[config.mk]
export PLATFORM = sky130hd
export DESIGN_NAME = shift_add_mult_ctrl_flat
export DESIGN_NICKNAME = d
export VERILOG_FILES = /design/src/rtl/shift_add_mult_ctrl_if.sv /design/src/rtl/shift_add_mult_ctrl.sv /design/src/flat_wrapper.sv
export SDC_FILE = /design/constraint.sdc
export NUM_CORES = 1
export LEC_CHECK = 0
export ABC_AREA = 1
export CAP_MARGIN = 20
export CORE_AREA = 2 2 39 41
export CTS_BUF_LIST = sky130_fd_sc_hd__clkbuf_8
export CTS_CLUSTER_DIAMETER = 40
export DETAILED_ROUTE_END_ITERATION = 16
export DIE_AREA = 0 0 41 43
export DONT_BUFFER_PORTS = 1
export GPL_TIMING_DRIVEN = 0
export HOLD_SLACK_MARGIN = 0.08
export PLACE_DENSITY = 0.62
export REMOVE_ABC_BUFFERS = 1
export SLEW_MARGIN = 20
export SYNTH_ARGS = -nofsm -noshare
export SYNTH_HDL_FRONTEND = slang
export SYNTH_SLANG_ARGS = --single-unit
[constraint.sdc]
create_clock -name clk -period 2 [get_ports clk]
set_input_delay 0.6 -clock clk [delete_from_list [all_inputs] [get_ports clk]]
set_output_delay 0.6 -clock clk [all_outputs]
set_load 0.05 [all_outputs]
[src/rtl/shift_add_mult_ctrl_if.sv]
// Operand/result handshake plus the port pair to the external 3-bit adder.
// The slave side is the multiplier controller; the master side is its environment.
interface shift_add_mult_ctrl_if;
  logic       start;
  logic [2:0] A;
  logic [2:0] B;
  logic       busy;
  logic       done;
  logic [5:0] P;
  logic [2:0] ADD_A;
  logic [2:0] ADD_B;
  logic [2:0] ADD_S;
  logic       ADD_COUT;

  modport master (
    output start, A, B, ADD_S, ADD_COUT,
    input  busy, done, P, ADD_A, ADD_B
  );

  modport slave (
    input  start, A, B, ADD_S, ADD_COUT,
    output busy, done, P, ADD_A, ADD_B
  );
endinterface

[src/rtl/shift_add_mult_ctrl.sv]
// 3x3 unsigned shift-and-add multiplier controller that steps an external ripple adder.
// Optional macro MULT_ZERO_BYPASS_EN: zero operands skip the iterations and finish in one cycle.
module shift_add_mult_ctrl (
  input  logic                   clk,
  input  logic                   rst_n,
  shift_add_mult_ctrl_if.slave   bus
);

  typedef enum logic [1:0] {
    ST_IDLE = 2'b00,
    ST_RUN  = 2'b01,
    ST_DONE = 2'b10
  } state_t;

  state_t     r_state;
  state_t     w_next_state;
  logic [2:0] r_m;
  logic [2:0] r_q;
  logic [2:0] r_ph;
  logic [1:0] r_cnt;
  logic       r_busy;
  logic       r_done;
  logic       w_accept;
  logic       w_zero;

  // Next-state decode; a start is honoured only from IDLE or DONE
  always_comb begin
    w_next_state = r_state;
    w_accept     = 1'b0;
    w_zero       = 1'b0;
`ifdef MULT_ZERO_BYPASS_EN
    w_zero       = (bus.A == 3'd0) || (bus.B == 3'd0);
`endif
    case (r_state)
      ST_IDLE, ST_DONE: begin
        if (bus.start) begin
          w_accept     = 1'b1;
          w_next_state = w_zero ? ST_DONE : ST_RUN;
        end else begin
          w_next_state = ST_IDLE;
        end
      end
      ST_RUN: begin
        if (r_cnt == 2'd2) begin
          w_next_state = ST_DONE;
        end else begin
          w_next_state = ST_RUN;
        end
      end
      default: begin
        w_next_state = ST_IDLE;
      end
    endcase
  end

  // State register with busy/done registered from the next state
  always_ff @(posedge clk or negedge rst_n) begin
    if (!rst_n) begin
      r_state <= ST_IDLE;
      r_busy  <= 1'b0;
      r_done  <= 1'b0;
    end else begin
      r_state <= w_next_state;
      r_busy  <= (w_next_state == ST_RUN);
      r_done  <= (w_next_state == ST_DONE);
    end
  end

  // Datapath: {cout,sum,Q} shifted right one place per iteration
  always_ff @(posedge clk or negedge rst_n) begin
    if (!rst_n) begin
      r_m   <= 3'd0;
      r_q   <= 3'd0;
      r_ph  <= 3'd0;
      r_cnt <= 2'd0;
    end else if (w_accept) begin
      r_m   <= w_zero ? 3'd0 : bus.A;
      r_q   <= w_zero ? 3'd0 : bus.B;
      r_ph  <= 3'd0;
      r_cnt <= 2'd0;
    end else if (r_state == ST_RUN) begin
      r_ph  <= {bus.ADD_COUT, bus.ADD_S[2:1]};
      r_q   <= {bus.ADD_S[0], r_q[2:1]};
      r_cnt <= r_cnt + 2'd1;
    end
  end

  assign bus.ADD_A = r_ph;
  assign bus.ADD_B = r_q[0] ? r_m : 3'b000;
  assign bus.P     = {r_ph, r_q};
  assign bus.busy  = r_busy;
  assign bus.done  = r_done;

endmodule

[src/flat_wrapper.sv]
// flat-port wrapper written by rule: the top's interface ports become plain ports
module shift_add_mult_ctrl_flat 
  (clk, rst_n, bus_start, bus_A, bus_B, bus_ADD_S, bus_ADD_COUT, bus_busy, bus_done, bus_P, bus_ADD_A, bus_ADD_B);
  shift_add_mult_ctrl_if bus_i ();
  input  logic clk;
  input  logic rst_n;
  input wire logic [$bits(bus_i.start)-1:0] bus_start;
  input wire logic [$bits(bus_i.A)-1:0] bus_A;
  input wire logic [$bits(bus_i.B)-1:0] bus_B;
  input wire logic [$bits(bus_i.ADD_S)-1:0] bus_ADD_S;
  input wire logic [$bits(bus_i.ADD_COUT)-1:0] bus_ADD_COUT;
  output wire logic [$bits(bus_i.busy)-1:0] bus_busy;
  output wire logic [$bits(bus_i.done)-1:0] bus_done;
  output wire logic [$bits(bus_i.P)-1:0] bus_P;
  output wire logic [$bits(bus_i.ADD_A)-1:0] bus_ADD_A;
  output wire logic [$bits(bus_i.ADD_B)-1:0] bus_ADD_B;
  assign bus_i.start = bus_start;
  assign bus_i.A = bus_A;
  assign bus_i.B = bus_B;
  assign bus_i.ADD_S = bus_ADD_S;
  assign bus_i.ADD_COUT = bus_ADD_COUT;
  assign bus_busy = bus_i.busy;
  assign bus_done = bus_i.done;
  assign bus_P = bus_i.P;
  assign bus_ADD_A = bus_i.ADD_A;
  assign bus_ADD_B = bus_i.ADD_B;
  shift_add_mult_ctrl u_core (.clk(clk), .rst_n(rst_n), .bus(bus_i));
endmodule
# Word-level counts from Yosys, hierarchy flattened
# Index checks and enable logic that the tools add are counted.
dict set report totals {
  wordCells 28
  reg_bits 15
}
dict set report classes {
  addsub 1
  eq_ne 5
  muxes 12
  n_reduce_logical 3
}
# cell n
set op_table {}
lappend op_table {{$mux 3} 5}
lappend op_table {{$eq 2x2->1 const B} 3}
lappend op_table {{$mux 2} 3}
lappend op_table {{$eq 2x1->1 const B} 2}
lappend op_table {{$pmux 2 s2} 1}
lappend op_table {{$mux 1} 3}
lappend op_table {{$add 2x1->2 const B} 1}
lappend op_table {{$logic_not 2->1} 1}
lappend op_table {{$reduce_bool 2->1} 1}
lappend op_table {{$reduce_or 2->1} 1}

# Longest topological paths before layout
dict set report logic_depth {
  word_depth 4
  ltp_mapped 6
  ltp_nobuf 6
}

# Worst setup path after synthesis
# Ideal clock, no wire load.
dict set report synth_timing {
  kind {register -> output}
  startpoint {register u_core.r_q[0]}
  endpoint {output bus_ADD_B[2]}
  n_path_buf 0
  path_stages_with_launch 3
  path_slack_ps 329
  arrival_time_ps 1071
  t_required_ps 1400
  cell_sequence {dfrtp_1 -> nand2_1 -> inv_1}
}
dict set report synth_via {
  elab_chain_len 1
}
# item line_no
set synth_lines {}
lappend synth_lines {{start: declaration} shift_add_mult_ctrl.sv:18} ;# logic [2:0] r_q;
lappend synth_lines {{start signal: assignment} shift_add_mult_ctrl.sv:78} ;# r_q <= w_zero ? 3'd0 : bus.B;
lappend synth_lines {{start signal: assignment} shift_add_mult_ctrl.sv:83} ;# r_q <= {bus.ADD_S[0], r_q[2:1]};
lappend synth_lines {{$mux 3} shift_add_mult_ctrl.sv:89} ;# assign bus.ADD_B = r_q[0] ? r_m : 3'b000;
lappend synth_lines {{end: declaration} flat_wrapper.sv:16} ;# output wire logic [$bits(bus_i.ADD_B)-1:0] bus_ADD_B;
# No other way between the ends.

# Worst setup path in the final report
# Same ends and word-level chain as after synthesis.

==> impl_metrics.prom <==
# TYPE chip_impl_metric gauge
chip_impl_metric{name="finalSetupViolations",unit=""} 0
chip_impl_metric{name="yosys.cell_types.count",unit=""} 13
chip_impl_metric{name="place.gp.congestion",unit=""} 0.696
chip_impl_info{name="synth.area.top_cells",value="dfrtp_1 (55%), nand2_1 (19%), inv_1 (6.6%)"} 1
chip_impl_info{name="cp_slowest_cell",value="dfrtp_2"} 1
chip_impl_metric{name="vias",unit=""} 466
chip_impl_info{name="hp-class",value="in -> reg"} 1
chip_impl_metric{name="postLayoutSetupSlackWorst",unit="ns"} 0.192
chip_impl_metric{name="final_instance_count_without_filler_cells",unit=""} 100
chip_impl_metric{name="grt_pass1_vias",unit=""} 405
chip_impl_info{name="sequence_of_cells_on_the_critical_path",value="nand2_1, inv_1"} 1
chip_impl_info{name="endpoint_kind",value="output pin"} 1
chip_impl_metric{name="critPathRequiredTime",unit="ns"} 1.40
chip_impl_info{name="top_library_cells_by_usage_in_the_layout_fill_and_taps_aside",value="nand2_1 (35), dfrtp_1 (14), inv_1 (13)"} 1
chip_impl_metric{name="cp_slowest_stage_delay",unit="ns"} 0.55
chip_impl_metric{name="mappedNetlistArea",unit="µm²"} 678
chip_impl_metric{name="fillers",unit=""} 142
chip_impl_metric{name="coreArea",unit="µm²"} 1380
chip_impl_metric{name="synthesized_area_per_cell",unit="µm²"} 8.27
chip_impl_metric{name="synth.top_cell.area_share",unit="%"} 55.4
chip_impl_metric{name="yosys_register_bits",unit=""} 15
chip_impl_metric{name="grt_start_max_net_pins",unit=""} 16
chip_impl_metric{name="wl_per_cell",unit="µm"} 10.8
chip_impl_info{name="grt_setup_unrepaired",value="false"} 1
chip_impl_info{name="hold_path.startpoint",value="bus_A[0]"} 1
chip_impl_info{name="timing.critical_path.from_type",value="flop"} 1
chip_impl_metric{name="dpl.cell_count",unit=""} 95
chip_impl_info{name="outcome",value="finished clean"} 1
chip_impl_metric{name="rows",unit=""} 14
chip_impl_info{name="path_class",value="reg -> out"} 1
chip_impl_metric{name="r2r_setup_slack",unit="ns"} 0.82
chip_impl_metric{name="final-hold-violation-count",unit=""} 0
chip_impl_metric{name="wire_length_of_the_first_global_routing_pass",unit="µm"} 1640
chip_impl_metric{name="antenna_found_initial",unit=""} 0
chip_impl_metric{name="track_usage",unit="%"} 13.7
chip_impl_metric{name="drive_gt1_share",unit="%"} 11.9
chip_impl_metric{name="final.setup_skew",unit="ns"} 0.000569
chip_impl_metric{name="post_dp_hpwl",unit="µm"} 813
chip_impl_metric{name="fmax",unit="MHz"} 553
chip_impl_info{name="r2r-end",value="u_core.bus.ADD_A[2]$_DFFE_PN0P_"} 1
chip_impl_metric{name="postCtsSetupRepairBufs",unit=""} 0
chip_impl_metric{name="worstHoldPathCells",unit=""} 2
chip_impl_metric{name="timing.final.max_slew_violations",unit=""} 0
chip_impl_metric{name="initial_util",unit="%"} 49.0
chip_impl_info{name="cts.root.buffer_cell",value="clkbuf_8"} 1
chip_impl_metric{name="detailedPlace.worstSlack",unit="ns"} 0.273
chip_impl_metric{name="die_x",unit="µm"} 41
chip_impl_metric{name="cp_max_fo",unit=""} 5
chip_impl_metric{name="vias_per_cell",unit=""} 4.66
chip_impl_metric{name="gr-total-overflow",unit=""} 0
chip_impl_metric{name="wirelength",unit="µm"} 1080
chip_impl_metric{name="slew_headroom",unit="%"} 40.2
chip_impl_metric{name="yosysWarningCount",unit=""} 0
chip_impl_metric{name="die_height",unit="µm"} 43
chip_impl_metric{name="final.min_clock_period",unit="ns"} 1.81
chip_impl_info{name="yosysTopAreaCell",value="dfrtp_1"} 1
chip_impl_metric{name="tightest_slew",unit="ns"} 0.897
chip_impl_metric{name="max-cap-violations",unit=""} 0
chip_impl_metric{name="post_cts_clock_slew_at_the_launch_and_capture_registers_of_the_worst_setup_and_hold_paths",unit="ns"} 0.06
chip_impl_info{name="tritoncts",value="built"} 1
chip_impl_metric{name="pin_count",unit=""} 27
chip_impl_info{name="crit-reg2reg-launch",value="u_core.bus.ADD_A[2]$_DFFE_PN0P_"} 1
chip_impl_info{name="final_common_cell",value="nand2_1"} 1
chip_impl_metric{name="clkSinkCount",unit=""} 15
chip_impl_metric{name="reg2reg_depth",unit=""} 2
chip_impl_metric{name="synth_sequential_area_ratio",unit="%"} 55.4
chip_impl_metric{name="insertion_delay",unit="ns"} 0.24
chip_impl_metric{name="detailedRoute.firstIterationViolations",unit=""} 4
chip_impl_metric{name="cts_inserted_buffers",unit=""} 3
chip_impl_metric{name="antenna_violating_nets_post_route",unit=""} 0
chip_impl_metric{name="insertedDiodeCount",unit=""} 0
chip_impl_info{name="min_delay_worst_endpoint",value="u_core.r_m[0]$_DFFE_PN0P_"} 1
chip_impl_metric{name="setup_total_negative_slack",unit="ns"} 0
chip_impl_metric{name="finish.utilization",unit="%"} 52.9
chip_impl_metric{name="firstDrtPassIters",unit=""} 4
chip_impl_metric{name="cts_htree_levels",unit=""} 1
chip_impl_metric{name="dieArea",unit="µm²"} 1760
chip_impl_metric{name="ctsLongestPathBuffers",unit=""} 2
chip_impl_metric{name="finalCritPeriodShare",unit="%"} 90.4
chip_impl_metric{name="nNetsFinal",unit=""} 99
chip_impl_metric{name="port_buffers",unit=""} 0
chip_impl_metric{name="area_growth",unit="%"} 7.93
chip_impl_metric{name="syn-instance-count",unit=""} 82
chip_impl_metric{name="worst_ep_arrival_time",unit="ns"} 1.21
chip_impl_metric{name="route.detailed.drc",unit=""} 0
==> through the flow <==
| step | hold slack [ns] | instance area, µm² |
|---|---|---|
| after floorplan | 0.304 | 656 |
| after global placement | 0.305 | 676 |
| after global routing | 0.471 | 732 |
| after detailed placement | 0.305 | 676 |
| after CTS | 0.471 | 731 |
| final | 0.472 | 732 |
==> routing by layer <==
metal | part of all wire [%] | track usage [%] | up-vias
met5 | 0 | 0 | -
met4 | 1.3 | 8.00 | 0
met3 | 8.3 | 3.66 | 2
met2 | 43 | 18.4 | 17
met1 | 47 | 19.2 | 206
li1 | - | - | 241
==> critical path, delay by kind of cell (launching register included) <==
| family | cells | cell delay (ns) |
|---|---|---|
| simple gates | 1 | 0.09 |
| buf+inv | 1 | 0.33 |
| flops | 1 | 0.55 |
==> cell families (layout without fill, tap and decap cells) <==
kind of cell | Yosys count | after routing | share of synthesized area [%]
AOI/OAI and AO/OA | 3 | 3 | 2.21
buffers and inverters | 17 | 19 | 11.1
DFF | 15 | 15 | 55.4
and+or+nand+nor | 46 | 46 | 29.5
adders and majority gates | 1 | 1 | 1.84
==> timing repair <==
item | 4_1_cts | 5_1_grt
hold buffers | 1 | 0
gates resized for setup | 0 | 1
endpoints found under the setup margin | 0 | 3
endpoints found under the hold margin | 15 | 0
==> sequential cells by signal, summed over array words and instances, names as in the netlist <==
name	cells
u_core.bus.ADD_A	3
u_core.bus.busy	1
u_core.bus.done	1
u_core.r_cnt	2
u_core.r_m	3
u_core.r_q	3
u_core.r_state	2
==> cell usage after synthesis <==
master and number:
ha_1 1, or2_1 1, nand3_1 4, nand2_2 1
buf_4 3, nand2_1 35, inv_1 12, nor2_1 2
nor2_2 1, o21ai_0 3, inv_2 2, dfrtp_1 15
nand2_4 2
==> cell type report <==
| type | count | area [µm²] | share of cell area, % |
|---|---|---|---|
| Clock buffer | 3 | 41.3 | 5.64 |
| Clock inverter | 1 | 3.75 | 0.513 |
| Inverter | 14 | 52.6 | 7.18 |
| Multi-Input combinational cell | 50 | 228 | 31.1 |
| Sequential cell | 15 | 377 | 51.5 |
| Tap cell | 16 | 20.0 | 2.74 |
| Timing Repair Buffer | 1 | 10.0 | 1.37 |
==> how the worst max path moves through the flow <==
stage                              startpoint            to  cells past startpoint
floorplan           u_core.r_q[0]$_DFFE_PN0P_  bus_ADD_B[2]                      2
global placement    u_core.r_q[0]$_DFFE_PN0P_  bus_ADD_B[2]                      2
detailed placement  u_core.r_q[0]$_DFFE_PN0P_  bus_ADD_B[2]                      2
CTS                 u_core.r_q[0]$_DFFE_PN0P_  bus_ADD_B[2]                      2
global route        u_core.r_q[0]$_DFFE_PN0P_  bus_ADD_B[2]                      2
finish              u_core.r_q[0]$_DFFE_PN0P_  bus_ADD_B[2]                      2
Power is not shown: default switching activity piles up to over one toggle a cycle in this logic, so the estimate is an artifact.
